## config.mk

```make
export PLATFORM = sky130hd
export DESIGN_NAME = stack_frame_ctrl
export DESIGN_NICKNAME = d
export VERILOG_FILES = /design/src/rtl/stack_frame_ctrl.sv
export SDC_FILE = /design/constraint.sdc
export NUM_CORES = 1
export LEC_CHECK = 0
export BUFFER_PORTS_ARGS = -buffer_cell sky130_fd_sc_hd__buf_2
export CAP_MARGIN = 20
export CORE_MARGIN = 1.5
export CORE_UTILIZATION = 51
export DETAILED_ROUTE_END_ITERATION = 6
export HOLD_SLACK_MARGIN = 0.02
export PLACE_DENSITY = 0.79
export SLEW_MARGIN = 15
export SYNTH_ARGS = -nofsm -noshare
export SYNTH_HDL_FRONTEND = slang
export SYNTH_SLANG_ARGS = --single-unit
```

## constraint.sdc

```tcl
create_clock -name clk -period 3.1 [get_ports clk]
set_clock_uncertainty 0.15 [all_clocks]
set_input_delay 0.155 -clock clk [delete_from_list [all_inputs] [get_ports clk]]
set_output_delay 0.155 -clock clk [all_outputs]
set_load 0.05 [all_outputs]
```

## src/rtl/stack_frame_ctrl.sv

```systemverilog
// Call-frame sequencer for the SuperStack operand stack: opens protected frames on CALL
// and unwinds them on RETURN, carrying at most one result down to the frame base.

`ifndef NONE
`define NONE 3'd0
`endif
`ifndef INDEX_RESET
`define INDEX_RESET 3'd4
`endif
`ifndef INDEX_RESET_AND_PUSH
`define INDEX_RESET_AND_PUSH 3'd5
`endif
`ifndef UNDERFLOW
`define UNDERFLOW 3'd3
`endif
`ifndef OVERFLOW
`define OVERFLOW 3'd4
`endif
`ifndef BAD_OFFSET
`define BAD_OFFSET 3'd5
`endif

module stack_frame_ctrl #(
  parameter int unsigned WIDTH  = 8,
  parameter int unsigned DEPTH  = 1,
  parameter int unsigned FRAMES = 4
) (
  input  logic                       clk,
  input  logic                       reset,
  input  logic                       cmd_valid,
  output logic                       cmd_ready,
  input  logic                       cmd,
  input  logic [DEPTH:0]             argc,
  input  logic                       retc,
  output logic [2:0]                 st_op,
  output logic [WIDTH-1:0]           st_data,
  output logic [DEPTH:0]             st_offset,
  output logic [DEPTH:0]             st_underflow_limit,
  input  logic [DEPTH:0]             st_index,
  input  logic [WIDTH-1:0]           st_out,
  input  logic [2:0]                 st_status,
  output logic                       busy,
  output logic [$clog2(FRAMES):0]    frame_depth,
  output logic                       done,
  output logic                       err,
  output logic [1:0]                 err_code
);

  localparam int unsigned IW = DEPTH + 1;
  localparam int unsigned AW = $clog2(FRAMES);
  localparam int unsigned DW = AW + 1;

  localparam logic [1:0] E_NOFRAME = 2'd0;
  localparam logic [1:0] E_FULL    = 2'd1;
  localparam logic [1:0] E_ARGS    = 2'd2;
  localparam logic [1:0] E_STACK   = 2'd3;

  typedef enum logic [2:0] {
    S_IDLE,
    S_CALL_DONE,
    S_RET_ISSUE,
    S_RET_WAIT,
    S_RET_CHECK
  } state_e;

  state_e           state_q, state_d;
  logic             ready_q, ready_d;
  logic             busy_q, busy_d;
  logic [2:0]       op_q, op_d;
  logic [WIDTH-1:0] data_q, data_d;
  logic [IW-1:0]    off_q, off_d;
  logic [IW-1:0]    limit_q, limit_d;
  logic [DW-1:0]    depth_q, depth_d;
  logic             done_q, done_d;
  logic             err_q, err_d;
  logic [1:0]       code_q, code_d;

  logic [IW-1:0]    lifo_q [FRAMES];
  logic             push_en;
  logic [AW-1:0]    push_idx;
  logic [AW-1:0]    pop_idx;
  logic [IW-1:0]    avail;
  logic             stack_fault;

  assign avail       = st_index - limit_q;
  assign push_idx    = AW'(depth_q);
  assign pop_idx     = AW'(depth_q - DW'(1));
  assign stack_fault = (st_status == `UNDERFLOW) || (st_status == `OVERFLOW) ||
                       (st_status == `BAD_OFFSET);

  // Next state and next registered outputs; the stack op lives only in RET_ISSUE
  always_comb begin
    state_d = state_q;
    busy_d  = 1'b0;
    op_d    = `NONE;
    data_d  = '0;
    off_d   = '0;
    limit_d = limit_q;
    depth_d = depth_q;
    done_d  = 1'b0;
    err_d   = 1'b0;
    code_d  = code_q;
    push_en = 1'b0;
    unique case (state_q)
      S_IDLE: begin
        if (cmd_valid && ready_q) begin
          if (!cmd) begin
            if (depth_q == DW'(FRAMES)) begin
              err_d  = 1'b1;
              code_d = E_FULL;
            end else if (argc > avail) begin
              err_d  = 1'b1;
              code_d = E_ARGS;
            end else begin
              push_en = 1'b1;
              limit_d = st_index - argc;
              depth_d = depth_q + DW'(1);
              done_d  = 1'b1;
              state_d = S_CALL_DONE;
            end
          end else begin
            if (depth_q == '0) begin
              err_d  = 1'b1;
              code_d = E_NOFRAME;
            end else if (retc && (st_index == limit_q)) begin
              err_d  = 1'b1;
              code_d = E_ARGS;
            end else begin
              busy_d  = 1'b1;
              op_d    = retc ? `INDEX_RESET_AND_PUSH : `INDEX_RESET;
              off_d   = limit_q;
              data_d  = retc ? st_out : '0;
              state_d = S_RET_ISSUE;
            end
          end
        end
      end
      S_CALL_DONE: state_d = S_IDLE;
      S_RET_ISSUE: begin
        busy_d  = 1'b1;
        state_d = S_RET_WAIT;
      end
      S_RET_WAIT: begin
        busy_d  = 1'b1;
        state_d = S_RET_CHECK;
      end
      S_RET_CHECK: begin
        state_d = S_IDLE;
        if (stack_fault) begin
          err_d  = 1'b1;
          code_d = E_STACK;
        end else begin
          limit_d = lifo_q[pop_idx];
          depth_d = depth_q - DW'(1);
          done_d  = 1'b1;
        end
      end
      default: state_d = S_IDLE;
    endcase
    ready_d = (state_d == S_IDLE);
  end

  always_ff @(posedge clk or negedge reset) begin
    if (!reset) begin
      state_q <= S_IDLE;
      ready_q <= 1'b1;
      busy_q  <= 1'b0;
      op_q    <= `NONE;
      data_q  <= '0;
      off_q   <= '0;
      limit_q <= '0;
      depth_q <= '0;
      done_q  <= 1'b0;
      err_q   <= 1'b0;
      code_q  <= '0;
    end else begin
      state_q <= state_d;
      ready_q <= ready_d;
      busy_q  <= busy_d;
      op_q    <= op_d;
      data_q  <= data_d;
      off_q   <= off_d;
      limit_q <= limit_d;
      depth_q <= depth_d;
      done_q  <= done_d;
      err_q   <= err_d;
      code_q  <= code_d;
    end
  end

  // Saved caller bases; validity is tracked by depth_q, so no reset is needed
  always_ff @(posedge clk) begin
    if (push_en) lifo_q[push_idx] <= limit_q;
  end

  assign cmd_ready          = ready_q;
  assign busy               = busy_q;
  assign st_op              = op_q;
  assign st_data            = data_q;
  assign st_offset          = off_q;
  assign st_underflow_limit = limit_q;
  assign frame_depth        = depth_q;
  assign done               = done_q;
  assign err                = err_q;
  assign err_code           = code_q;

endmodule

```

==> results of run 1 <==
## metrics by stage
step / total power, mW / util, % / instances / hold slack (ps) / setup WS, ps
6_report: 1.84 / 67.1 / 217 / 62.4 / 406
5_1_grt: 1.95 / 67.1 / 217 / 45.7 / 241
4_1_cts: 1.85 / 67.1 / 217 / 48.8 / 395
3_5_place_dp: 1.54 / 61.3 / 199 / 31.8 / 412
3_3_place_gp: 1.50 / 61.3 / 199 / 19.7 / 575
2_1_floorplan: 1.33 / - / 125 / -291 / 495
## cell type report
type                    instances  share of cell area (%)
clock buffers                   7                    2.23
repair buffers                 52                    15.4
multi-input cells              83                    33.3
well taps                      33                    2.05
flip-flops and latches         34                    44.3
inverters                       7                    1.30
clock inverters                 1                    1.49
## final timing paths
check / from / endpoint / depth (start not counted)
min in group asynchronous: reset / st_offset[1]$_DFF_PN0_ / 2
max in group asynchronous: reset / st_data[5]$_DFF_PN0_ / 2
hold / removal: cmd_valid / st_op[0]$_DFF_PN0_ / 3
hold reg to reg: err_code[1]$_DFFE_PN0P_ / err_code[1]$_DFFE_PN0P_ / 2
setup reg to reg: st_underflow_limit[1]$_DFFE_PN0P_ / lifo_q[2][0]$_DFFE_PP_ / 8
setup / recovery: st_underflow_limit[1]$_DFFE_PN0P_ / lifo_q[2][0]$_DFFE_PP_ / 8
## tightest hold or removal path, cell delays in order
cell and delay, ps:
buf_2 110, nand3_2 130, nor3_4 90
## cell usage after synthesis (all sizes together), types with 4 or more instances
master  number
edfxtp       8
dfrtp       25
o21ai        6
inv          7
nand2       11
and2        13
xnor2        4
nor3         4
ha           9
mux2i        4
nor2        10
## power by group
part	switching, mW	leakage (nW)	internal [mW]
clock	0.139	0.0395	0.171
combinational	0.580	0.553	0.283
sequential	0.0943	0.413	0.572
total	0.813	1.01	1.03
## sequential cells by signal, indices dropped and copies added (netlist names)
signal / cells
err_code: 2
state_q: 3
st_underflow_limit: 2
done: 1
st_op: 2
err: 1
busy: 1
frame_depth: 3
cmd_ready: 1
st_data: 8
lifo_q: 8
st_offset: 2
## logic make-up after synthesis
logic type	share of synthesized area, %
other	0.235
multiplexers	7.92
buffers and inverters	2.12
AO/OA/AOI/OAI	5.02
adder cells (fa/ha/maj)	7.05
flip-flops	55.9
AND/OR/NAND/NOR	17.9
XOR/XNOR	3.84
## metal layers
metal / track usage (%) / vias to the layer above
li1: - / 542
met1: 26.0 / 533
met2: 34.6 / 48
met3: 5.93 / 6
met4: 6.82 / 0
met5: 0 / -
==> impl_metrics.yaml, run 1 <==
layout:
  final_cell_mix: "buf_2 (42), dfrtp_1 (25), and2_1 (13)"
  multi_input_area_um2: 671
  syn2layout_area_growth_pct: 26.3
  regArea_um2: 892
  n_fill_cell: 228
  layout-drive-gt1-share_pct: 36.4
  nets: 212
  final_cell_area_mm2: 0.00202
  final_common_cell: "buf_2"
  n_antenna_cell: 0
setup_path:
  crit_arrival_ps: 2590
  crit_family: "simple AND/OR/NAND/NOR gates"
  worstPathRequired_ps: 2990
  ff2ff_setup_slack_ps: 410
  crit_fanout: 8
  crit_slowest_cell: "dfrtp_1"
  path_class: "reg2reg"
  crit_chain: "xnor2_1 -> xor2_1 -> ha_1 -> nor2b_1 -> o21ai_1 -> nand2_1 -> nor3_2 -> and2_1"
  cp-end-kind: "flip-flop"
  startpoint_type: "flip-flop"
  path_buf_inv: 0
  critPathMaxStageDelay_ps: 490
sta:
  rsz0062_at_grt: "no"
  min_period_ps: 2690
  drv_slew: 0
  final_hold_viol_count: 0
  period_share_pct: 86.9
  fmax_ghz: 0.371
  worst_pin_slew_ps: 577
  slew_headroom_pct: 61.5
  tns_ps: 0
  report.final.setup_viol: 0
clocking:
  cts_buffers: 5
  root_buffer: "clkbuf_4"
  cts.clk_slew.worst_paths_ps: 100
  clk_path_buf_depth: 2
  cts_resized: 0
  cts_setup_buffers: 0
  holdBufCountCts: 10
  cts_sinks: 34
  cts_htree_levels: 2
  cts_tree: "built"
  insertion_delay_ps: 320
yosys:
  netlist_instances: 125
  yosys_warnings: 0
  synth_area_mm2: 0.00160
  synth_seq_cells: 34
  yosysSeqAreaShare_pct: 55.9
  synth_nets: 154
  synth_top_area_share_pct: 39.2
  synth_top_flop_cell: "dfrtp_1"
  yosys.cell_types.count: 35
  syn_avg_cell_area_um2: 12.8
  netlist_top_cells_area: "dfrtp_1 (39%), edfxtp_1 (15%), ha_1 (7.1%), and2_1 (5.1%), mux4_2 (2.8%)"
  async_flop_share_pct: 76.5
  synth_edf_count: 8
  synth_top_area_cell: "dfrtp_1"
floorplan:
  start_util_pct: 53.2
  core-area_mm2: 0.00300
  rows: 20
  ios: 44
  die_w_um: 59.0
  dieArea_mm2: 0.00348
  dieHeight_um: 59.0
power_and_ir_drop:
  leakagePower_nw: 1.01
  ir_drop_mv: 0.422
  power_density_mw_per_mm2: 912
detailed_routing:
  final_antenna_net_count: 0
  routed_wl_um: 3170
  vias_per_cell: 5.20
  drtIter0Drc: 27
  drc_errors: 0
  top_layer: "met4"
  vias: 1129
  wl_met2_um: 1630
  first_pass_iters: 4
  dr_wl_met3_um: 168
  wl_per_cell_um: 14.6
  drt-met1-wl_um: 1330
placement:
  dpl.hpwl_um: 2390
  gp_congestion: 0.850
  placed_cell_area_mm2: 0.00184
  io_buffers: 42
min_path:
  hp-class: "in2reg"
grt:
  grt_overflow_total: 0
  grt_usage_pct: 20.7
  grt_max_degree: 27
  grt_pass1_wl_um: 5240
  grt_pass1_vias: 1124
  grt_antenna_before_repair: 0
run_status:
  status: "finished clean"
job:
  cap_violations: 0
(Power assumes the default switching activity.)
==> run 2, diff against run 1 <==
--- a/config.mk
+++ b/config.mk
@@ -8,10 +8,12 @@
 export BUFFER_PORTS_ARGS = -buffer_cell sky130_fd_sc_hd__buf_2
 export CAP_MARGIN = 20
 export CORE_MARGIN = 1.5
-export CORE_UTILIZATION = 51
+export CORE_UTILIZATION = 53
+export CTS_BUF_LIST = sky130_fd_sc_hd__clkbuf_2 sky130_fd_sc_hd__clkbuf_4 sky130_fd_sc_hd__clkbuf_8
 export DETAILED_ROUTE_END_ITERATION = 6
+export GPL_TIMING_DRIVEN = 0
 export HOLD_SLACK_MARGIN = 0.02
-export PLACE_DENSITY = 0.79
+export PLACE_DENSITY = 0.82
 export SLEW_MARGIN = 15
 export SYNTH_ARGS = -nofsm -noshare
 export SYNTH_HDL_FRONTEND = slang
==> run 2 against run 1 <==
The flow now finishes with violations (design-rule violations); clock power is 14% lower; core utilization is 4.6 points higher; die area shrank 3.6%; final cell count down 0.46%; critical path type unchanged; critical endpoint is now lifo_q[1][1]$_DFFE_PP_; highest routed layer unchanged.
==> impl_metrics.yaml, run 2 (synthesis gave the netlist of run 1 again) <==
power_and_ir_drop:
  p_clk_share_pct: 14.8
  leakagePower_nw: 1.01
  ir_drop_mv: 0.573
  p_sw_mw: 0.825
  pwr-share-seq_pct: 37.1
  p_comb_share_pct: 48.1
  intPower_mw: 0.984
  switching_share_pct: 45.6
  power_density_mw_per_mm2: 899
detailed_routing:
  vias_per_cell: 5.29
  dr_wl_met3_um: 176
  routed_wl_um: 3220
  drtIter0Drc: 49
  drt-met1-wl_um: 1320
  final_antenna_net_count: 0
  first_pass_iters: 7
  drc_errors: 2
  wl_met2_um: 1680
  wl_per_cell_um: 14.9
  vias: 1142
  top_layer: "met4"
clocking:
  cts_resized: 0
  clk_path_buf_depth: 2
  cts_sinks: 34
  cts_buffers: 5
  insertion_delay_ps: 330
  root_buffer: "clkbuf_4"
  cts_htree_levels: 2
  cts.clk_slew.worst_paths_ps: 100
  cts_tree: "built"
grt:
  grt_pass1_wl_um: 5230
  grt_pass1_vias: 1151
  grt_max_degree: 27
  grt_usage_pct: 21.4
  grt_antenna_before_repair: 0
  grt_overflow_total: 0
job:
  cap_violations: 0
floorplan:
  dieArea_mm2: 0.00335
  start_util_pct: 56.9
  core-area_mm2: 0.00281
  dieHeight_um: 57.9
  die_w_um: 57.9
  ios: 44
  rows: 19
layout:
  final_cell_mix: "buf_2 (42), dfrtp_1 (25), and2_1 (13)"
  n_fill_cell: 199
  final_common_cell: "buf_2"
  syn2layout_area_growth_pct: 26.0
  n_antenna_cell: 0
  nets: 213
  layout-drive-gt1-share_pct: 37.8
sta:
  setup_ws_ps: 296
  period_share_pct: 90.5
  min_period_ps: 2800
  rsz0062_at_grt: "no"
  final_hold_viol_count: 0
  drv_slew: 0
  report.final.setup_viol: 0
  fmax_ghz: 0.357
  tns_ps: 0
  slew_headroom_pct: 62.2
  worst_pin_slew_ps: 567
setup_path:
  cp-end-kind: "flip-flop"
  crit_arrival_ps: 2710
  crit_slowest_cell: "dfrtp_1"
  critPathMaxStageDelay_ps: 490
  crit_fanout: 8
  crit_chain: "xnor2_1 -> xor2_1 -> ha_1 -> nor2b_1 -> o21ai_1 -> nand2_1 -> nor3_2 -> and2_1"
  r2r-end: "lifo_q[1][1]$_DFFE_PP_"
  ff2ff_setup_slack_ps: 300
  cp-startpoint: "st_underflow_limit[1]$_DFFE_PN0P_"
  worstPathRequired_ps: 3000
  r2r-start: "st_underflow_limit[1]$_DFFE_PN0P_"
  startpoint_type: "flip-flop"
  rr_worst_depth: 8
  path_class: "reg2reg"
  crit_path_end: "lifo_q[1][1]$_DFFE_PP_"
min_path:
  hp-class: "in2reg"
run_status:
  violations: "design-rule violations"
  status: "complete, but fails checks"
placement:
  place_ws_ps: 299
  io_buffers: 42
  dpl.hpwl_um: 2270
  gp_congestion: 0.774
## run 2: cell types whose count changed in the layout (fill, tap and decap cells not counted)
cell / before / now
bufinv_16: 1 / 0
clkbuf_4: 5 / 7
buf_4: 0 / 1
clkbuf_8: 0 / 1
clkbuf_1: 2 / 0
## run 2: layer usage
metal | GRT usage [%] | vias up
met4 | 5.98 | 0
met1 | 25.5 | 557
met2 | 36.7 | 40
met5 | 0 | -
met3 | 7.81 | 5
li1 | - | 540
## run 2: what timing repair did
action	in CTS	in global routing
hold endpoints to repair	34	0
setup buffers	0	0
hold buffers	10	0
## run 2: area by class of cell
cell class | count | area [µm²] | share of cell area (%)
timing repair buffer | 52 | 310 | 15.4
clock buffer | 8 | 66.3 | 3.30
sequential | 34 | 892 | 44.3
multi-input combinational | 83 | 671 | 33.3
buffer | 1 | 7.51 | 0.373
inverter | 7 | 26.3 | 1.31
tap | 31 | 38.8 | 1.93
## run 2: power groups by stage
stage / registers [mW] / clock network (mW) / logic (mW)
after CTS: 0.673 / 0.273 / 0.874
after floorplan: 0.929 / 0 / 0.398
after global routing: 0.687 / 0.292 / 0.933
after global placement: 0.675 / 0 / 0.819
after detailed placement: 0.682 / 0 / 0.858
final: 0.671 / 0.268 / 0.870
## run 2: critical path: cells and delay by family, from the launching register on
family                     cells  cell delay [ps]
DFF                            1              490
and+or+nand+nor                4              750
xor gates and xnor gates       2              550
AOI/OAI and AO/OA              1              310
adders and majority gates      1              260
## run 2: per-stage QoR
step           total power [mW]  cells  utilization (%)  area (µm²)  hold WS, ps
6_report                   1.81    216             71.7        2010         38.5
5_1_grt                    1.91    216             71.7        2010         26.8
4_1_cts                    1.82    216             71.7        2010         20.9
3_5_place_dp               1.54    198             65.8        1850         32.0
3_3_place_gp               1.49    198             65.8        1850         17.9
2_1_floorplan              1.33    125                -        1600         -291
## run 2: worst min-delay path by stage
stage | endpoint | start | cells past startpoint
6_report | st_op[2]$_DFF_PN0_ | cmd_valid | 3
5_1_grt | st_op[0]$_DFF_PN0_ | cmd_valid | 3
4_1_cts | st_op[2]$_DFF_PN0_ | cmd_valid | 3
3_5_place_dp | st_data[1]$_DFF_PN0_ | reset | 1
3_3_place_gp | st_data[7]$_DFF_PN0_ | reset | 1
2_1_floorplan | busy$_DFF_PN0_ | reset | 0
